--- src/rtl/ws2812_chain_driver.sv ---
// Serial driver for a chain of WS2812-style LEDs. It takes a start/ready handshake, sends the frame MSB-first, then holds a latch period before done.
// Optional build macro WS2812_BRIGHTNESS_EN adds a brightness input that scales every colour byte when start is accepted.
module ws2812_chain_driver #(
  parameter int unsigned NUM_LEDS  = 6,
  parameter int unsigned T0H       = 19,
  parameter int unsigned T1H       = 38,
  parameter int unsigned TBIT      = 60,
  parameter int unsigned RESET_CYC = 14400
) (
  input  logic                     clk,
  input  logic                     rst_n,
  input  logic                     start,
  input  logic [NUM_LEDS*24-1:0]   frame,
`ifdef WS2812_BRIGHTNESS_EN
  input  logic [7:0]               brightness,
`endif
  output logic                     ready,
  output logic                     busy,
  output logic                     done,
  output logic                     data_out
);

  localparam int unsigned FW     = NUM_LEDS * 24;
  localparam int unsigned LO_MAX = TBIT - T0H;
  localparam int unsigned CMAX_A = (T1H > LO_MAX) ? T1H : LO_MAX;
  localparam int unsigned CMAX   = (CMAX_A > RESET_CYC) ? CMAX_A : RESET_CYC;
  localparam int unsigned CW     = (CMAX > 1) ? $clog2(CMAX) : 1;
  localparam int unsigned BW     = $clog2(24);
  localparam int unsigned LW     = (NUM_LEDS > 1) ? $clog2(NUM_LEDS) : 1;

  typedef enum logic [1:0] {
    S_IDLE,
    S_HIGH,
    S_LOW,
    S_LATCH
  } state_t;

  state_t          state_q, state_d;
  logic [CW-1:0]   cnt_q, cnt_d;
  logic [BW-1:0]   bit_q, bit_d;
  logic [LW-1:0]   led_q, led_d;
  logic [FW-1:0]   shift_q, shift_d;
  logic [FW-1:0]   frame_load;
  logic            ready_d, busy_d, done_d, data_d;
  logic [CW-1:0]   hi_len, lo_len;
  logic            last_bit;

`ifdef WS2812_BRIGHTNESS_EN
  logic [15:0] prod;

  // Each byte is scaled by (brightness+1)/256, so 255 passes data through unchanged and 0 blanks it.
  always_comb begin
    frame_load = '0;
    prod       = '0;
    for (int i = 0; i < int'(FW / 8); i++) begin
      prod                  = 16'(frame[i*8 +: 8]) * (16'(brightness) + 16'd1);
      frame_load[i*8 +: 8]  = prod[15:8];
    end
  end
`else
  assign frame_load = frame;
`endif

  // The high and low phase lengths depend on the bit that is being sent now.
  assign hi_len   = shift_q[FW-1] ? CW'(T1H) : CW'(T0H);
  assign lo_len   = shift_q[FW-1] ? CW'(TBIT - T1H) : CW'(TBIT - T0H);
  assign last_bit = (bit_q == BW'(23)) && (led_q == LW'(NUM_LEDS - 1));

  always_ff @(posedge clk or negedge rst_n) begin
    if (!rst_n) begin
      state_q  <= S_IDLE;
      cnt_q    <= '0;
      bit_q    <= '0;
      led_q    <= '0;
      shift_q  <= '0;
      ready    <= 1'b1;
      busy     <= 1'b0;
      done     <= 1'b0;
      data_out <= 1'b0;
    end else begin
      state_q  <= state_d;
      cnt_q    <= cnt_d;
      bit_q    <= bit_d;
      led_q    <= led_d;
      shift_q  <= shift_d;
      ready    <= ready_d;
      busy     <= busy_d;
      done     <= done_d;
      data_out <= data_d;
    end
  end

  // Next-state logic. The outputs are computed one cycle early so that they are registered.
  always_comb begin
    state_d = state_q;
    cnt_d   = cnt_q;
    bit_d   = bit_q;
    led_d   = led_q;
    shift_d = shift_q;
    ready_d = ready;
    busy_d  = busy;
    done_d  = 1'b0;
    data_d  = data_out;

    unique case (state_q)
      S_IDLE: begin
        if (start) begin
          state_d = S_HIGH;
          cnt_d   = '0;
          bit_d   = '0;
          led_d   = '0;
          shift_d = frame_load;
          ready_d = 1'b0;
          busy_d  = 1'b1;
          data_d  = 1'b1;
        end
      end

      S_HIGH: begin
        if (cnt_q == hi_len - CW'(1)) begin
          state_d = S_LOW;
          cnt_d   = '0;
          data_d  = 1'b0;
        end else begin
          cnt_d = cnt_q + CW'(1);
        end
      end

      S_LOW: begin
        if (cnt_q == lo_len - CW'(1)) begin
          cnt_d   = '0;
          shift_d = {shift_q[FW-2:0], 1'b0};
          if (last_bit) begin
            state_d = S_LATCH;
          end else begin
            state_d = S_HIGH;
            data_d  = 1'b1;
            if (bit_q == BW'(23)) begin
              bit_d = '0;
              led_d = led_q + LW'(1);
            end else begin
              bit_d = bit_q + BW'(1);
            end
          end
        end else begin
          cnt_d = cnt_q + CW'(1);
        end
      end

      S_LATCH: begin
        if (cnt_q == CW'(RESET_CYC - 1)) begin
          state_d = S_IDLE;
          cnt_d   = '0;
          ready_d = 1'b1;
          busy_d  = 1'b0;
          done_d  = 1'b1;
        end else begin
          cnt_d = cnt_q + CW'(1);
        end
      end

      default: state_d = S_IDLE;
    endcase
  end

endmodule

--- config.mk ---
export PLATFORM = sky130hd
export DESIGN_NAME = ws2812_chain_driver
export DESIGN_NICKNAME = d
export VERILOG_FILES = /design/src/rtl/ws2812_chain_driver.sv
export SDC_FILE = /design/constraint.sdc
export NUM_CORES = 1
export LEC_CHECK = 0
export CORE_MARGIN = 2
export CORE_UTILIZATION = 40
export CTS_BUF_LIST = sky130_fd_sc_hd__clkbuf_4
export CTS_CLUSTER_DIAMETER = 40
export CTS_CLUSTER_SIZE = 24
export DETAILED_ROUTE_END_ITERATION = 12
export GPL_TIMING_DRIVEN = 0
export PLACE_DENSITY_LB_ADDON = 0.2
export SKIP_CTS_REPAIR_TIMING = 1
export SKIP_LAST_GASP = 1
export SLEW_MARGIN = 20
export SYNTH_ARGS = -nofsm -noshare
export SYNTH_HDL_FRONTEND = slang
export SYNTH_SLANG_ARGS = --single-unit
--- constraint.sdc ---
create_clock -name clk -period 3.3 [get_ports clk]
set_input_delay 0.495 -clock clk [delete_from_list [all_inputs] [get_ports clk]]
set_output_delay 0.495 -clock clk [all_outputs]
set_load 0.03 [all_outputs]
# After elaboration in Yosys (flattened, before gate mapping)
# Index checks and enable logic that the tools add are counted.
# word_totals
output_inout_bits	4
input_bits	147
elab_cells	77
reg_bits	172
# op_classes
mux	38
n_eq_ne	14
n_addsub	5
reduce_logical	11
# ops
cell	n
$mux 144	2
$pmux 144 s2	1
$mux 14	4
$pmux 14 s4	1
$eq 14x14->1	2
$mux 5	4
$add 14x1->14 const B	1
$eq 14x14->1 const B	1
$sub 6x1->7 const B	2
$mux 3	4
$mux 6	2
$ne 2x2->1 const B	6
$mux 2	5
$pmux 5 s2	1
$reduce_and 5->1	2
$mux 1	9
$pmux 2 s4	1
$reduce_and 4->1	2
$pmux 3 s2	1
$reduce_and 3->1	2
$add 5x1->5 const B	1
$eq 5x5->1 const B	1
$eq 2x2->1 const B	2
$pmux 1 s2	2
other kinds (8)	9

# Depth between registers and ports, before layout
# logic_depth
depth_word	5
ltp_mapped	9
depth_no_buf	7

# Worst setup path before layout
# OpenSTA, ideal clock, no wires.
# synth_timing
path_type	register to register
start	register cnt_q[6]
end	register shift_q[143]
synth_period_minus_slack_ps	2416
n_path_buf	3
t_arrival_ps	2297
stages_incl_launch_ff	9
required_time_ps	3181
setup_ps	119
setup_slack_ps	884
path_cell_list	dfrtp_1 -> buf_2 -> or4_4 -> a2111oi_4 -> nand3_1 -> buf_2 -> buf_1 -> o22a_1 -> o21a_1
# synth_via
elab_chain_cells	3
# synth_lines
item	line	text
from (decl)	39	logic [CW-1:0] cnt_q, cnt_d;
from (signal assigned)	82	cnt_q <= cnt_d;
$eq 14x14->1	130	if (cnt_q == lo_len - CW'(1)) begin
$ne 2x2->1 (no source line)	n/a	
$reduce_and 3->1 (no source line)	n/a	
to (signal assigned)	85	shift_q <= shift_d;
to (decl)	42	logic [FW-1:0] shift_q, shift_d;
# No other way between the ends.
# A chain may end at the register's enable or synchronous reset.

# Final worst setup path
# layout_timing
start	register cnt_q[6]
end	register shift_q[83]
# The elaborated chain is that of the path after synthesis.

==> impl_metrics.tcl <==
set metrics [dict create \
    leading_cell_types_in_the_layout_fill_and_taps_excluded "dfrtp_1, clkdlybuf4s50_1, o22a_1, o21a_1, clkbuf_1" \
    final_critical_path_setup_slack_ps 342.1 \
    nFillCells 1756 \
    synth_area_sq_um 7874 \
    path_clk_slew_ps 150 \
    floorplan.die.width_um 144.3 \
    synth.top_cell.area_share_pct 54.35 \
    critical_path_required_ps 3810 \
    io_pins 151 \
    nets 990 \
    syn_to_final_growth_pct 27.57 \
    outcome "finished, final reports clean" \
    crit_top_cell "buf_2" \
    floorplan.die_area_sq_um 20820 \
    maxCapViolations 0 \
    timing.critical_path.arrival_ps 3460 \
    p_leak_nw 4.169 \
    global_route.usage.total_pct 18.58 \
    grt_first_pass_wirelength_um 30770 \
    cp_max_fo 10 \
    hold_violations 0 \
    placed_cells 1084 \
    worst_hold_path_type "in2async" \
    asyncSetResetFlopFracSynth_pct 100.0 \
    die_height_um 144.3 \
    worst-slew-pin-transition_ps 721.5 \
    most_frequent_standard_cell_in_the_layout_excluding_fill_and_tap_cells "dfrtp_1" \
    timing.critical_path.to_type "flop" \
    seq_power_share_pct 58.8 \
    critical_path.cell_chain "buf_2 > or4_4 > a2111oi_4 > nand3_1 > buf_2 > nand2_2 > buf_6 > buf_4 > o21a_1" \
    grt_pass1_vias 6334 \
    synth_cell_type_count 51 \
    rows 51 \
    power_density_nw_per_um2 357.5 \
    wirelength_um 18680 \
    antenna_found_initial 1 \
    sequential_cell_area_sq_um 4305 \
    power_switching_mw 0.8462 \
    finalSetupViolCount 0 \
    placement.io_buffers 150 \
    numClockSinks 172 \
    yosysTopAreaCell "dfrtp_1" \
    core_region_area_sq_um 19400 \
    drive_gt1_share_pct 7.051 \
    grt_setup_unrepaired "no" \
    reg2reg_from "cnt_q[6]" \
    synthesis.nets 819 \
    cp-startpoint "cnt_q[6]" \
    detail-route-antenna-nets 0 \
    max-slew-margin-rel_pct 51.90 \
    cp_slowest_stage_delay_ps 580 \
    tritoncts.num_buffers 17 \
    clockBufferDepth 2 \
    timing.fmax_mhz 338.1 \
    footprint_of_the_multi_input_gates_sq_um 3281 \
    vdd.ir_drop.worst_uv 186.6 \
    synth_ff_type "dfrtp_1" \
    final_cycle_utilization_of_the_critical_path_pct 89.63 \
    min_tclk_post_route_ps 2958 \
    worst_slack_after_detailed_placement_ps 377.8 \
    post-dp-hpwl_um 13460 \
    largest_net_degree_at_the_start_of_global_routing 92 \
    tritoncts_clock_tree "built" \
    fin_worst_skew_ps 22.32 \
    slew_violations 0 \
    clock_tree.root_cell "clkbuf_4" \
    wl_per_cell_um 16.72 \
    synth_cells 668 \
    criticalPathCategory "reg2reg" \
    synthesis.yosys.warnings 0 \
    initial_utilization_pct 40.59 \
    fin_hold_ws_ps 471.6 \
    grt.overflow.total 0 \
    htreeDepth 4 \
    sequential_area_share_after_synthesis_pct 54.68 \
    sw_frac_of_total_pct 23.57 \
    yosys_register_bits 172 \
    post_synth.cell_area_avg_sq_um 11.79 \
    share_comb_of_total_power_pct 6.5 \
    post-layout-total-power_mw 3.591 \
    drt_iter0_drc 378 \
    power.share.clock_pct 34.7 \
    crit_slowest_cell "or4_4" \
    drt_pass1_iterations 6 \
    drc 0 \
    setup.worst_path.start_class "flop" \
    post_synth_main_area_contributors "dfrtp_1, o22a_1, o21a_1" \
    clkLatencyLatePin_ps 570 \
    count_of_flip_flops_with_a_built_in_enable_after_synthesis 0 \
    via_per_inst 5.547 \
    vias 6196 \
    p_int_mw 2.745 \
    place_congestion 0.8633 \
    layoutNonFillerInstCount 1117 \
]
-- Yosys cell counts, types with 2 or more instances --
cell	n
xnor2_1	2
o22ai_1	3
nor2_1	12
o31ai_1	2
nand2_1	14
a21o_1	4
nor3_1	5
clkbuf_1	33
nand3_1	12
nand2b_1	2
and3_1	3
buf_2	11
o21ai_0	12
o22a_1	142
dfrtp_1	171
a21oi_1	7
and2_1	4
nor4_1	2
o21a_1	142
a31oi_1	13
nand3b_1	2
inv_1	6
or4_1	2
nand4b_1	3
nand4_1	9
a211o_1	2
buf_1	6
ha_1	4
buf_4	7
a22o_1	7
a41oi_1	4
-- final timing paths --
kind                                 to  slack [ps]  cells past startpoint
max                         shift_q[83]         340                      9
min                        shift_q[121]         470                      2
max reg2reg                 shift_q[83]         340                      9
min reg2reg                       ready         480                      2
max in group asynchronous   shift_q[88]        1940                      3
min in group clk                  ready         480                      2
-- state kept, by name, summed over array words and instances (netlist names) --
signal and cells:
bit_q 5, busy 1, cnt_q 14, data_out 1, done 1, led_q 3
ready 1, shift_q 144, state_q 2
-- metal layers --
layer | wire, um | vias up | global-route usage (%)
li1 | - | 2932 | -
met1 | 8079 | 3081 | 23.93
met2 | 8969 | 154 | 29.61
met3 | 1194 | 29 | 5.397
met4 | 433 | 0 | 7.358
met5 | 0 | - | 0
-- per-stage QoR --
| step | utilization (%) | setup TNS, ps | cell area [sq um] |
|---|---|---|---|
| floorplan | - | 0 | 7874 |
| global placement | 50.04 | -882200 | 9707 |
| CTS | 51.72 | 0 | 10030 |
| global route | 51.78 | 0 | 10040 |
| detailed placement | 50.21 | 0 | 9739 |
| finish | 51.78 | 0 | 10040 |
-- final cells by class --
| class | instances | share of cell area (%) |
|---|---|---|
| flip-flops and latches | 172 | 42.86 |
| multi-input cells | 432 | 32.66 |
| repair buffers | 152 | 15.37 |
| well taps | 265 | 3.301 |
| plain buffers | 58 | 2.641 |
| clock inverters | 13 | 1.570 |
| clock buffers | 18 | 1.345 |
| inverters | 6 | 0.2242 |
| diodes | 1 | 0.02491 |
-- power groups by stage --
stage,clock network (mW),logic [mW],registers [mW]
final,1.25,0.233,2.11
after global placement,0,0.227,2.15
after detailed placement,0,0.235,2.15
after global routing,1.41,0.253,2.11
after CTS,1.31,0.237,2.11
after floorplan,0,0.00397,2.15
-- cells by family (layout without fill, tap and decap cells) --
logic type | after synthesis | in the layout | synth area share, %
AOI/OAI and AO/OA | 345 | 345 | 34.96
xor gates and xnor gates | 3 | 3 | 0.3338
adders and majority gates | 4 | 4 | 0.6357
buffers and inverters | 64 | 247 | 3.655
DFF | 172 | 172 | 54.68
muxes | 2 | 2 | 0.2701
other | 0 | 1 | 0
and+or+nand+nor | 78 | 78 | 5.466
-- worst max-delay path, delay by kind of cell (launching register included) --
family	cells	cell delay, ps
buffers and inverters	4	820
DFF	1	390
and+or+nand+nor	3	970
AOI/OAI and AO/OA	2	710
No activity file was read; power rests on OpenSTA's default activity.
